File: config.mk
export PLATFORM = sky130hd
export DESIGN_NAME = mem_access_ctrl
export DESIGN_NICKNAME = d
export VERILOG_FILES = /design/src/rtl/mem_ctrl_pkg.sv /design/src/rtl/mem_access_ctrl_mmio_regs.sv /design/src/rtl/mem_access_ctrl.sv
export SDC_FILE = /design/constraint.sdc
export NUM_CORES = 1
export LEC_CHECK = 0
export ABC_AREA = 0
export CAP_MARGIN = 20
export CORE_UTILIZATION = 33
export DETAILED_ROUTE_END_ITERATION = 10
export GPL_TIMING_DRIVEN = 0
export PLACE_DENSITY = 0.83
export REMOVE_ABC_BUFFERS = 1
export SYNTH_ARGS = -nofsm -noshare
export SYNTH_HDL_FRONTEND = slang
export SYNTH_SLANG_ARGS = --single-unit
File: constraint.sdc
create_clock -name Clk -period 1.6 [get_ports Clk]
set_input_delay 0.32 -clock Clk [delete_from_list [all_inputs] [get_ports Clk]]
set_output_delay 0.32 -clock Clk [all_outputs]
set_load 0.02 [all_outputs]
File: src/rtl/mem_ctrl_pkg.sv
// mem_ctrl_pkg: shared types and constants for the memory access controller.
//   state_t     - access sequencer states
//   MMIO_ADDR   - CPU address decoded as switches/hex register when the
//                 MMIO_SWITCH_HEX_EN build option is enabled
//   SRAM_AW_DEF - default SRAM address width
//   CNT_W       - wait-state down-counter width (WAIT_STATES <= 15)
package mem_ctrl_pkg;

    typedef enum logic [1:0] {
        IDLE   = 2'd0,
        SETUP  = 2'd1,
        ACCESS = 2'd2,
        DONE   = 2'd3
    } state_t;

    localparam logic [15:0] MMIO_ADDR   = 16'hFFFF;
    localparam int          SRAM_AW_DEF = 20;
    localparam int          CNT_W       = 4;

endpackage

File: src/rtl/mem_access_ctrl_mmio_regs.sv
// mmio_regs: memory-mapped switch/hex register decode.
//   i_clk, i_reset  - clock and synchronous active-high reset
//   i_addr          - latched access address
//   i_wdata         - latched write data
//   i_switches      - board switches (read source at MMIO_ADDR)
//   i_sram_rd       - SRAM read data (read source elsewhere)
//   i_commit        - write completes this edge (entry to DONE)
//   o_hit           - latched address equals MMIO_ADDR
//   o_rd_data       - read data selected for the MDR path
//   o_hex_data      - hex display register
// Only instantiated when MMIO_SWITCH_HEX_EN is defined.
module mmio_regs
    import mem_ctrl_pkg::*;
(
    input  logic        i_clk,
    input  logic        i_reset,
    input  logic [15:0] i_addr,
    input  logic [15:0] i_wdata,
    input  logic [15:0] i_switches,
    input  logic [15:0] i_sram_rd,
    input  logic        i_commit,
    output logic        o_hit,
    output logic [15:0] o_rd_data,
    output logic [15:0] o_hex_data
);

    logic [15:0] r_hex;

    assign o_hit      = (i_addr == MMIO_ADDR);
    assign o_rd_data  = o_hit ? i_switches : i_sram_rd;
    assign o_hex_data = r_hex;

    always_ff @(posedge i_clk) begin
        if (i_reset) begin
            r_hex <= '0;
        end else if (i_commit && o_hit) begin
            r_hex <= i_wdata;
        end
    end

endmodule

File: src/rtl/mem_access_ctrl.sv
// mem_access_ctrl: sequences asynchronous SRAM strobes for one CPU word
// access (SETUP, WAIT_STATES cycles of ACCESS, DONE) and returns read data
// to the MDR path with a one-cycle Ready pulse.
//   Clk, Reset            - clock, synchronous active-high reset
//   Req, Wr               - request (level, sampled in IDLE), 1 = write
//   ADDR, Data_from_CPU   - address from MAR, write data from MDR
//   Data_to_CPU           - registered read data
//   Ready, Busy           - completion pulse, non-IDLE indicator
//   SRAM_*                - SRAM address, data pad and active-low strobes
//   Switches, HEX_DATA    - MMIO read source / write target
// Build option: MMIO_SWITCH_HEX_EN maps address 16'hFFFF to Switches
// (read) and HEX_DATA (write); otherwise HEX_DATA is constant 0.
module mem_access_ctrl
    import mem_ctrl_pkg::*;
#(
    parameter int unsigned WAIT_STATES = 2,
    parameter int unsigned SRAM_AW     = SRAM_AW_DEF
) (
    input  logic               Clk,
    input  logic               Reset,
    input  logic               Req,
    input  logic               Wr,
    input  logic [15:0]        ADDR,
    input  logic [15:0]        Data_from_CPU,
    output logic [15:0]        Data_to_CPU,
    output logic               Ready,
    output logic               Busy,
    output logic [SRAM_AW-1:0] SRAM_ADDR,
    output logic [15:0]        SRAM_DQ_out,
    output logic               SRAM_DQ_oe,
    input  logic [15:0]        SRAM_DQ_in,
    output logic               SRAM_CE_N,
    output logic               SRAM_OE_N,
    output logic               SRAM_WE_N,
    output logic               SRAM_UB_N,
    output logic               SRAM_LB_N,
    input  logic [15:0]        Switches,
    output logic [15:0]        HEX_DATA
);

    localparam logic [CNT_W-1:0] CNT_LOAD = CNT_W'(WAIT_STATES - 1);

    state_t             r_state;
    state_t             w_next;
    logic [CNT_W-1:0]   r_cnt;
    logic [15:0]        r_addr;
    logic               r_wr;
    logic [15:0]        r_wdata;
    logic [SRAM_AW-1:0] r_sram_addr;
    logic [15:0]        r_rd_data;
    logic               w_last;
    logic               w_mmio;
    logic [15:0]        w_rd_src;

    // Final ACCESS cycle: the next edge enters DONE.
    assign w_last = (r_state == ACCESS) && (r_cnt == '0);

`ifdef MMIO_SWITCH_HEX_EN
    mmio_regs u_mmio (
        .i_clk      (Clk),
        .i_reset    (Reset),
        .i_addr     (r_addr),
        .i_wdata    (r_wdata),
        .i_switches (Switches),
        .i_sram_rd  (SRAM_DQ_in),
        .i_commit   (w_last && r_wr),
        .o_hit      (w_mmio),
        .o_rd_data  (w_rd_src),
        .o_hex_data (HEX_DATA)
    );
`else
    logic w_unused_switches;
    assign w_unused_switches = ^Switches;
    assign w_mmio            = 1'b0;
    assign w_rd_src          = SRAM_DQ_in;
    assign HEX_DATA          = '0;
`endif

    assign Data_to_CPU = r_rd_data;
    assign SRAM_ADDR   = r_sram_addr;
    assign SRAM_DQ_out = r_wdata;

    always_ff @(posedge Clk) begin
        if (Reset) begin
            r_state     <= IDLE;
            r_cnt       <= '0;
            r_addr      <= '0;
            r_wr        <= 1'b0;
            r_wdata     <= '0;
            r_sram_addr <= '0;
            r_rd_data   <= '0;
        end else begin
            r_state <= w_next;
            case (r_state)
                IDLE: begin
                    if (Req) begin
                        r_addr      <= ADDR;
                        r_wr        <= Wr;
                        r_wdata     <= Data_from_CPU;
                        r_sram_addr <= {{(SRAM_AW-16){1'b0}}, ADDR};
                    end
                end
                SETUP:   r_cnt <= CNT_LOAD;
                ACCESS: begin
                    if (r_cnt != '0) begin
                        r_cnt <= r_cnt - 1'b1;
                    end
                end
                default: ;
            endcase
            if (w_last && !r_wr) begin
                r_rd_data <= w_rd_src;
            end
        end
    end

    always_comb begin
        w_next     = r_state;
        SRAM_CE_N  = 1'b1;
        SRAM_OE_N  = 1'b1;
        SRAM_WE_N  = 1'b1;
        SRAM_UB_N  = 1'b1;
        SRAM_LB_N  = 1'b1;
        SRAM_DQ_oe = 1'b0;
        Ready      = 1'b0;
        Busy       = 1'b0;
        case (r_state)
            IDLE: begin
                if (Req) begin
                    w_next = SETUP;
                end
            end
            SETUP: begin
                Busy      = 1'b1;
                SRAM_UB_N = 1'b0;
                SRAM_LB_N = 1'b0;
                if (!w_mmio) begin
                    SRAM_CE_N  = 1'b0;
                    SRAM_DQ_oe = r_wr;
                end
                w_next = ACCESS;
            end
            ACCESS: begin
                Busy      = 1'b1;
                SRAM_UB_N = 1'b0;
                SRAM_LB_N = 1'b0;
                if (!w_mmio) begin
                    SRAM_CE_N  = 1'b0;
                    SRAM_OE_N  = r_wr;
                    SRAM_WE_N  = !r_wr;
                    SRAM_DQ_oe = r_wr;
                end
                if (r_cnt == '0) begin
                    w_next = DONE;
                end
            end
            DONE: begin
                Busy      = 1'b1;
                Ready     = 1'b1;
                SRAM_UB_N = 1'b0;
                SRAM_LB_N = 1'b0;
                // CE and DQ held through DONE for write hold time.
                if (!w_mmio) begin
                    SRAM_CE_N  = 1'b0;
                    SRAM_DQ_oe = r_wr;
                end
                w_next = IDLE;
            end
            default: w_next = IDLE;
        endcase
    end

endmodule

==> flow_metrics.py <==
metrics = {
    "synth": {
        "synth_area_per_cell_sq_um": 8.28,
        "synth.most_common_cell": "nand2_1",
        "ys.flop_type": "dfxtp_1",
        "yosysWarnings": 0,
        "synth_edf_count": 0,
        "synth_top_area_share": 0.468,
        "syn_inst": 284,
        "yosys.area.top_type": "dfxtp_1",
        "synthTopCellsByArea": "dfxtp_1 (47%), nand2_1 (16%), a21oi_1 (7.9%)",
        "synth_area_sq_mm": 0.00235,
        "synth_commonest_cells": "nand2_1 (102), dfxtp_1 (55), a21oi_1 (37), buf_4 (23), mux2i_1 (18)",
        "yosysSeqAreaShare": 0.468,
        "synthArstFlopShare": 0,
        "yosysUniqueCellTypes": 30,
        "ys_seq_elements": 55,
    },
    "place": {
        "numPortBuffers": 107,
        "dp_hpwl_um": 4010,
        "pre_cts_slack_ns": -1.20,
        "numPlacedInstances": 469,
        "gp_congestion": 0.796,
        "placed_area_sq_mm": 0.00339,
    },
    "global_routing": {
        "antenna_found_initial": 0,
        "grt.met3_usage": 0.0333,
        "met2_usage": 0.295,
        "grt_pass1_wl_um": 9270,
        "met1_usage": 0.177,
        "overflow": 0,
        "grt_max_degree": 37,
        "grt.busiest_layer": "met2",
        "grt_pass1_vias": 2020,
        "track_usage": 0.158,
    },
    "layout": {
        "n_antenna_cell": 0,
        "area_growth_pct": 59.4,
        "fin_area_sq_mm": 0.00375,
        "utilization": 0.549,
        "fin_nets": 467,
        "instances_no_fill": 490,
        "drive_gt1_frac": 0.135,
    },
    "clocking": {
        "cts.sinks": 55,
        "cts_tree": "yes",
        "clockRootBuffer": "clkbuf_8",
        "cts-htree-levels": 2,
        "clk_transition_reported_paths_ns": 0.11,
        "cts.hold.buffers_added": 0,
        "cts_max_path_buffers": 2,
        "clock_latency_ns": 0.31,
        "cts_buffers": 5,
    },
    "floorplanning": {
        "die_w_um": 86.4,
        "start_util": 0.344,
        "ioPinCount": 144,
        "dieArea_sq_mm": 0.00747,
        "rows": 30,
        "dieHeight_um": 86.4,
        "coreArea_sq_mm": 0.00683,
    },
    "sta": {
        "finalSetupViolCount": 1,
        "finClkSkew_ns": 0.0134,
        "post-route-period-util": 1.01,
        "max_clock_freq_mhz": 622,
        "final.setup.tns_ns": -0.00870,
        "fin_hold_ws_ns": 0.457,
        "rsz0062_at_grt": "yes",
        "setup_slack_ns": -0.00870,
        "hold_viol_final": 0,
        "slew_viol_final": 0,
        "finalCriticalPeriod_ns": 1.61,
    },
    "setup_path": {
        "cp_max_fo": 6,
        "rrSetupSlack_ns": -0.009,
        "rr_startpoint": "r_state[0]",
        "rr_endpoint": "r_cnt[3]",
        "endpoint_kind": "register",
        "reg2reg_depth": 5,
        "critical_path_class": "reg2reg",
        "arrival_ns": 1.86,
        "start_kind": "register",
        "cp.required_ns": 1.85,
    },
    "power": {
        "power.density_mw_per_mm2": 1330,
        "leakagePower_nw": 2.03,
        "ir_drop_uv": 543,
        "total_power_mw": 4.98,
    },
    "drt": {
        "drtAntennaViolNets": 0,
        "wl_um": 5930,
        "dr.pass1.iters": 4,
        "drc": 0,
        "wl_per_cell_um": 12.1,
        "vias": 2156,
        "drt_iter0_drc": 70,
        "viasPerCell": 4.40,
    },
    "worst_hold_path": {
        "hold_start": "SRAM_DQ_out[1]",
        "hp-class": "reg2reg",
        "hold_depth": 2,
        "min_to": "SRAM_DQ_out[1]",
    },
    "run": {
        "drv_cap": 0,
    },
    "status": {
        "violations": "setup timing",
        "outcome": "complete, but fails checks",
    },
}
## where the power goes
group | internal [mW] | total [mW] | switching, mW
sequential | 1.65 | 1.81 | 0.160
clock | 0.364 | 0.838 | 0.474
combinational | 1.06 | 2.33 | 1.26
## kinds of logic (layout without fill, tap and decap cells)
family                   Yosys count  count (layout)  share of synthesized area
flip-flops                        55              55                      0.468
AO/OA/AOI/OAI                     41              41                     0.0921
AND/OR/NAND/NOR                  119             119                      0.219
adder cells (fa/ha/maj)            6               6                     0.0319
buffers and inverters             44             135                      0.111
other                              1              20                    0.00160
multiplexers                      18              18                     0.0766
## worst max-delay path by stage
stage / start / to / slack (ns) / depth (start not counted)
after CTS: r_state[0] / r_cnt[3] / 0.002 / 5
after floorplan: r_state[0] / r_cnt[3] / -0.08 / 5
after detailed placement: Reset / Data_to_CPU[13] / -1.20 / 5
after global routing: r_state[0] / r_cnt[3] / -0.06 / 5
after global placement: Reset / Data_to_CPU[1] / -1.78 / 4
final: r_state[0] / r_cnt[3] / -0.009 / 5
## layer usage
| metal | vias up | share of wire |
|---|---|---|
| met5 | - | 0 |
| met4 | 0 | 0.021 |
| met3 | 11 | 0.043 |
| met2 | 67 | 0.54 |
| met1 | 997 | 0.40 |
| li1 | 1081 | - |
## placed cells by master, fill, tap and decap left out, types with 4 or more instances in the layout
master,n
nand2_1,101
dfxtp_1,51
clkdlybuf4s50_1,50
a21oi_1,35
dlymetal6s2s_1,32
conb_1,20
mux2i_1,18
dlygate4sd2_1,17
buf_4,12
clkbuf_8,6
clkdlybuf4s15_2,4
## flip-flops by register name, summed over array words and instances (netlist names)
| signal | count |
|---|---|
| Data_to_CPU | 16 |
| SRAM_ADDR | 16 |
| SRAM_DQ_out | 16 |
| r_cnt | 4 |
| r_state | 2 |
| r_wr | 1 |
## area by class of cell
| cell class | instances | area [sq um] |
|---|---|---|
| inverters | 6 | 30.0 |
| fillers | 647 | 3080 |
| clock buffers | 6 | 82.6 |
| multi-input cells | 204 | 1130 |
| clock inverters | 2 | 17.5 |
| flip-flops and latches | 55 | 1110 |
| repair buffers | 121 | 1250 |
| well taps | 96 | 120 |
## timing repair
action	in CTS	in global routing
gates cloned	1	0
setup endpoints to repair	77	66
setup buffers	10	4
pin swaps	2	3
gates resized for setup	68	40
endpoints found under the hold margin	0	0
## worst max-delay path: stages (launching register included)
cell and delay [ns]:
dfxtp_4 0.38, inv_6 0.07, ha_4 0.17, or4b_4 0.47, or3_4 0.34, a21oi_2 0.12
Power figures use the tool's default switching activity.
